**src/rtl/sram_uart_tx_pkg.sv**
```systemverilog
// Shared types and constants for the SRAM-to-UART streaming master.
// The state type lives here so the top-level mux can name the states too.
package sram_uart_tx_pkg;

  localparam int ADDR_W     = 18;
  localparam int WORD_W     = 16;
  localparam int FRAME_BITS = 10;

  typedef enum logic [2:0] {
    S_TX_IDLE,
    S_TX_FETCH,
    S_TX_WAIT,
    S_TX_HIGH,
    S_TX_LOW,
    S_TX_DONE
  } tx_state_type;

endpackage

```
**src/rtl/sram_uart_tx_byte.sv**
```systemverilog
// 8N1 byte serializer: owns all bit timing. A load accepted in the last
// cycle of a stop bit starts the next frame with no idle cycle in between.
module uart_tx_byte
  import sram_uart_tx_pkg::*;
#(
  parameter int CLKS_PER_BIT = 434
) (
  input  logic       CLOCK_50_I,
  input  logic       resetn,
  input  logic       load,
  input  logic [7:0] data,
  output logic       ready,
  output logic       frame_end,
  output logic       tx
);

  localparam int CNT_W = (CLKS_PER_BIT > 1) ? $clog2(CLKS_PER_BIT) : 1;
  localparam logic [CNT_W-1:0] CNT_LAST = CNT_W'(CLKS_PER_BIT - 1);
  localparam logic [3:0]       BIT_LAST = 4'(FRAME_BITS - 1);

  logic                  active_q, active_d;
  logic [CNT_W-1:0]      clk_cnt_q, clk_cnt_d;
  logic [3:0]            bit_cnt_q, bit_cnt_d;
  logic [FRAME_BITS-1:0] shift_q, shift_d;
  logic                  bit_end;

  // NOTE: every signal written here gets a default first, so no latch is inferred.
  always_comb begin
    bit_end   = active_q && (clk_cnt_q == CNT_LAST);
    frame_end = bit_end && (bit_cnt_q == BIT_LAST);
    ready     = !active_q || frame_end;
    active_d  = active_q;
    clk_cnt_d = clk_cnt_q;
    bit_cnt_d = bit_cnt_q;
    shift_d   = shift_q;
    if (load && ready) begin
      active_d  = 1'b1;
      clk_cnt_d = '0;
      bit_cnt_d = '0;
      shift_d   = {1'b1, data, 1'b0};
    end else if (frame_end) begin
      active_d  = 1'b0;
      clk_cnt_d = '0;
      bit_cnt_d = '0;
      shift_d   = '1;
    end else if (bit_end) begin
      clk_cnt_d = '0;
      bit_cnt_d = bit_cnt_q + 4'd1;
      shift_d   = {1'b1, shift_q[FRAME_BITS-1:1]};
    end else if (active_q) begin
      clk_cnt_d = clk_cnt_q + 1'b1;
    end
  end

  // NOTE: flops use non-blocking assignments; the idle shift value of all ones keeps the line high.
  always_ff @(posedge CLOCK_50_I or negedge resetn) begin
    if (!resetn) begin
      active_q  <= 1'b0;
      clk_cnt_q <= '0;
      bit_cnt_q <= '0;
      shift_q   <= '1;
    end else begin
      active_q  <= active_d;
      clk_cnt_q <= clk_cnt_d;
      bit_cnt_q <= bit_cnt_d;
      shift_q   <= shift_d;
    end
  end

  assign tx = shift_q[0];

endmodule

```
**src/rtl/sram_uart_tx.sv**
```systemverilog
// Streams word_count SRAM words out of the UART, high byte first, with the
// next word prefetched during the low-byte frame so frames run back-to-back.
module sram_uart_tx
  import sram_uart_tx_pkg::*;
#(
  parameter int CLKS_PER_BIT = 434,
  parameter int READ_LATENCY = 2
) (
  input  logic        CLOCK_50_I,
  input  logic        resetn,
  input  logic        start,
  input  logic [17:0] base_address,
  input  logic [17:0] word_count,
  output logic [17:0] SRAM_address,
  output logic        SRAM_we_n,
  input  logic [15:0] SRAM_read_data,
  output logic        UART_TX_O,
  output logic        busy,
  output logic        done
);

  localparam int WAIT_W = $clog2(READ_LATENCY + 1) + 1;
  localparam logic [WAIT_W-1:0] WAIT_LAST     = WAIT_W'(READ_LATENCY - 1);
  localparam logic [WAIT_W-1:0] PREFETCH_LAST = WAIT_W'(READ_LATENCY);

  tx_state_type        state_q, state_d;
  logic [ADDR_W-1:0]   addr_q, addr_d;
  logic [ADDR_W-1:0]   words_left_q, words_left_d;
  logic [WORD_W-1:0]   word_q, word_d;
  logic [WAIT_W-1:0]   wait_cnt_q, wait_cnt_d;
  logic                prefetch_q, prefetch_d;
  logic                tx_load;
  logic [7:0]          tx_data;
  logic                tx_ready;
  logic                tx_frame_end;

  uart_tx_byte #(
    .CLKS_PER_BIT(CLKS_PER_BIT)
  ) u_byte (
    .CLOCK_50_I(CLOCK_50_I),
    .resetn    (resetn),
    .load      (tx_load),
    .data      (tx_data),
    .ready     (tx_ready),
    .frame_end (tx_frame_end),
    .tx        (UART_TX_O)
  );

  always_comb begin
    state_d      = state_q;
    addr_d       = addr_q;
    words_left_d = words_left_q;
    word_d       = word_q;
    wait_cnt_d   = wait_cnt_q;
    prefetch_d   = prefetch_q;
    tx_load      = 1'b0;
    tx_data      = word_q[15:8];
    busy         = 1'b0;
    done         = 1'b0;
    case (state_q)
      S_TX_IDLE: begin
        if (start) begin
          words_left_d = word_count;
          if (word_count == '0) begin
            state_d = S_TX_DONE;
          end else begin
            addr_d     = base_address;
            wait_cnt_d = '0;
            state_d    = S_TX_FETCH;
          end
        end
      end
      S_TX_FETCH: begin
        busy    = 1'b1;
        state_d = S_TX_WAIT;
      end
      S_TX_WAIT: begin
        busy = 1'b1;
        if ((wait_cnt_q == WAIT_LAST) && tx_ready) begin
          word_d  = SRAM_read_data;
          tx_load = 1'b1;
          tx_data = SRAM_read_data[15:8];
          state_d = S_TX_HIGH;
        end else begin
          wait_cnt_d = wait_cnt_q + 1'b1;
        end
      end
      S_TX_HIGH: begin
        busy = 1'b1;
        if (tx_frame_end) begin
          tx_load      = 1'b1;
          tx_data      = word_q[7:0];
          words_left_d = words_left_q - 18'd1;
          state_d      = S_TX_LOW;
          // Launch the next read now; the word is latched well before this frame ends.
          if (words_left_q != 18'd1) begin
            addr_d     = addr_q + 18'd1;
            wait_cnt_d = '0;
            prefetch_d = 1'b1;
          end
        end
      end
      S_TX_LOW: begin
        busy = 1'b1;
        if (prefetch_q) begin
          if (wait_cnt_q == PREFETCH_LAST) begin
            word_d     = SRAM_read_data;
            prefetch_d = 1'b0;
          end else begin
            wait_cnt_d = wait_cnt_q + 1'b1;
          end
        end
        if (tx_frame_end) begin
          if (words_left_q != '0) begin
            tx_load = 1'b1;
            tx_data = word_q[15:8];
            state_d = S_TX_HIGH;
          end else begin
            state_d = S_TX_DONE;
          end
        end
      end
      S_TX_DONE: begin
        done    = 1'b1;
        state_d = S_TX_IDLE;
      end
      default: state_d = S_TX_IDLE;
    endcase
  end

  always_ff @(posedge CLOCK_50_I or negedge resetn) begin
    if (!resetn) begin
      state_q      <= S_TX_IDLE;
      addr_q       <= '0;
      words_left_q <= '0;
      word_q       <= '0;
      wait_cnt_q   <= '0;
      prefetch_q   <= 1'b0;
    end else begin
      state_q      <= state_d;
      addr_q       <= addr_d;
      words_left_q <= words_left_d;
      word_q       <= word_d;
      wait_cnt_q   <= wait_cnt_d;
      prefetch_q   <= prefetch_d;
    end
  end

  assign SRAM_address = addr_q;
  assign SRAM_we_n    = 1'b1;

endmodule

```
**config.mk**
```make
export PLATFORM = sky130hd
export DESIGN_NAME = sram_uart_tx
export DESIGN_NICKNAME = d
export VERILOG_FILES = /design/src/rtl/sram_uart_tx_pkg.sv /design/src/rtl/sram_uart_tx_byte.sv /design/src/rtl/sram_uart_tx.sv
export SDC_FILE = /design/constraint.sdc
export NUM_CORES = 1
export LEC_CHECK = 0
export ABC_AREA = 1
export BUFFER_PORTS_ARGS = -buffer_cell sky130_fd_sc_hd__buf_2
export CORE_ASPECT_RATIO = 0.8
export CORE_MARGIN = 8
export CORE_UTILIZATION = 62
export DETAILED_ROUTE_END_ITERATION = 10
export GPL_TIMING_DRIVEN = 0
export PLACE_DENSITY = 0.86
export SLEW_MARGIN = 20
export SYNTH_ARGS = -nofsm -noshare
export SYNTH_HDL_FRONTEND = slang
export SYNTH_SLANG_ARGS = --single-unit
```
**constraint.sdc**
```tcl
create_clock -name CLOCK_50_I -period 4.5 [get_ports CLOCK_50_I]
set_clock_uncertainty 0.05 [all_clocks]
set_input_delay 0.45 -clock CLOCK_50_I [delete_from_list [all_inputs] [get_ports CLOCK_50_I]]
set_output_delay 0.45 -clock CLOCK_50_I [all_outputs]
set_load 0.005 [all_outputs]
```
==> key figures <==
Timing
  • Slew Limit Fails: 0
  • Setup_tns: 0 ps
  • Hold WS: 18.33 ps
  • Final Cycle Share: between 50% and 60%
  • Setup Viol. Count Final: 0
  • Slew @ Worst Pin: 621.9 ps
  • Unrepaired setup endpoints after global routing: false
  • Hold Fails Final Rpt: 0
  • Fin crit period: 2458 ps
  • Slew headroom: between 50% and 60%
  • Max Fclk: 0.4069 GHz

Clock tree
  • Total CTS buffers: 9
  • CTS max path bufs: 2
  • Post-CTS Resized: 0
  • Clk sink count: 82
  • CTS tree: done
  • Clk slew on worst S/H paths: 90 ps
  • Worst skew pair latency: 360 ps
  • CTS root buf: clkbuf_8
  • Post-CTS Setup Inserts: 0
  • H-tree Lvls: 3
  • Hold Buf Count CTS: 0

Layout
  • N_diodes: 0
  • Finished Core Util: 73.19%
  • Fin area: approximately 0.0058 mm^2
  • # fillers: slightly above 600
  • Multi-input gate area: approximately 0.0027 mm^2
  • Register area: 0.002063 mm^2
  • Nets: between 800 and 900
  • Area grow syn2layout: 14.31%
  • Share of cells above drive strength 1: between 10% and 20%

GRT
  • GRT Resource Usage Total: between 20% and 30%
  • Congestion Overflow GR: 0
  • Largest net degree at the start of global routing: 44
  • Initial antenna violation count: 0
  • Number of global-route vias before repair: 4772
  • First-pass GRT wire length: 21940 um

Pwr
  • P_leak: between 2 and 3 nW
  • PD cells: 669.8 mW/mm^2
  • Max VDD drop: approximately 0.36 mV

Run status
  • Outcome: finished, final reports clean

Floorplanning
  • Row cnt: 29
  • Die Y: 97.02 um
  • Initial Utilization: 64.02%
  • Chip Width: 117.3 um
  • Core box area: 0.007946 mm^2
  • Die ar.: 0.01138 mm^2
  • Boundary Pins: 77

Logic synthesis
  • Synth Net Count: 735
  • Most used flip-flop cell after synthesis: dfrtp_1
  • Top cells by area, synth: dfrtp_1, nand2_1, o21ai_0
  • Yosys warns: 0
  • Synth top area share: 35.91%
  • Leading area contributor after synthesis: dfrtp_1
  • Sequential area share after synthesis: 40.56%
  • Synth cell types: 42
  • EDFF count, synth: 0
  • Synth Instances: 670
  • Yosys reg bits: 82
  • Cell Area, Synth: 0.005087 mm^2
  • Syn avg cell area: 7.593 um^2
  • FFs w/ async S/R, synth: 100.0%

Placement
  • Routability cong.: a little over 0.9
  • DP HPWL: roughly 9900 um
  • DP Area: around 0.0056 mm^2
  • Port Buf Inserts: 75

Detailed routing
  • Remaining DRCs: 0
  • Detailed Route WL: 13330 um
  • DRT Pass-1 Iters: 6
  • Post-DRT Antenna Nets: 0
  • Total vias in the final route: 4920
  • Number of DRC markers in iteration 0: 415
  • Routed WL per cell: 15.32 um
  • Via/cell ratio: around 5.7

Setup path
  • CP arrival: approximately 2700 ps
  • Critical path type: register to register
  • Crit-path max FO: 8
  • Crit path launch type: register
  • CP endpoint kind: register
  • WP data required: 4750 ps

Run
  • Max Cap Viol: 0

Worst hold path
  • HP Class: primary input to async pin
## cell usage after synthesis, types with 10 or more instances
master   instances
a21oi_1         21
xnor2_1         10
nand3_1         34
ha_1            10
dfrtp_1         73
nand2_1        164
inv_1           65
o21ai_0         63
xor2_1          21
nor3_1          14
o22ai_1         12
nor2_1          82
## placed cells by master, fill, tap and decap left out, types with 14 or more instances in the layout
cell type,n
o21ai_0,63
nor2_1,82
a21oi_1,21
buf_2,79
inv_1,65
xor2_1,21
nand3_1,34
nor3_1,14
nand2_1,164
dfrtp_1,73
## power breakdown
group,total (mW),internal (mW),leakage [nW],switching [mW]
combinational,1.94,0.733,1.71,1.20
sequential,1.42,1.09,0.984,0.327
clock,0.537,0.258,0.0925,0.279
total,3.90,2.08,2.79,1.81
## critical path, stage by stage, from the launching register on
cell      delay [ps]
dfrtp_1          410
inv_1            120
ha_1             210
nand2_1          120
nor2_1           410
nand3_1          180
nand2_1          120
nand2_1           50
nand2_1          130
nand2_1          230
nand2_1          130
nand3b_1         140
nand2_1           60
nand2_1           50
## per-layer routing
layer  vias up  part of all wire (%)  track usage, %
met5         -                     0               0
li1       2358                     -               -
met4         0                   1.8           8.350
met2       234                    47           37.02
met3        32                   8.5           4.658
met1      2296                    43           31.37
## cell families after synthesis
group	count (synthesis)	synth area share [%]
and+or+nand+nor	333	29.46
AOI/OAI and AO/OA	118	12.99
buffers and inverters	87	7.058
DFF	82	40.56
xor gates and xnor gates	31	5.337
adders and majority gates	10	2.459
muxes	8	2.066
other	1	0.07371
## metrics by stage
stage | setup slack [ps] | cells | power [mW]
finish | 2042 | 870 | 3.895
CTS | 2140 | 870 | 3.867
global route | 1738 | 870 | 4.188
detailed placement | 2186 | 854 | 3.324
floorplan | 2529 | 670 | 2.746
global placement | 2221 | 853 | 3.211
## worst paths after layout
| check | startpoint | endpoint | slack, ps | depth (start not counted) |
|---|---|---|---|---|
| worst min register to register | u_byte.shift_q[1] | u_byte.shift_q[1] | 420 | 2 |
| worst min-delay path | resetn | SRAM_address[4] | 20 | 1 |
| min in group CLOCK_50_I | SRAM_read_data[5] | word_q[5] | 270 | 2 |
| max in group asynchronous | resetn | u_byte.shift_q[8] | 3700 | 2 |
| worst max-delay path | words_left_q[0] | u_byte.shift_q[1] | 2040 | 13 |
| worst max register to register | words_left_q[0] | u_byte.shift_q[1] | 2040 | 13 |
## sequential cells by signal, summed over array words and instances (netlist names)
name and cells:
SRAM_address 18, prefetch_q 1, state_q 3, u_byte.active_q 1, u_byte.bit_cnt_q 4, u_byte.clk_cnt_q 9, u_byte.shift_q 9, wait_cnt_q 3
word_q 16, words_left_q 18
## area by class of cell
type	instances	area share [%]
plain buffers	18	1.721
clock buffers	10	2.194
clock inverters	6	1.162
inverters	69	4.454
multi-input cells	501	45.83
flip-flops and latches	82	35.48
well taps	108	2.324
repair buffers	76	6.842
Note: power is estimated with default switching activity, not from simulation.
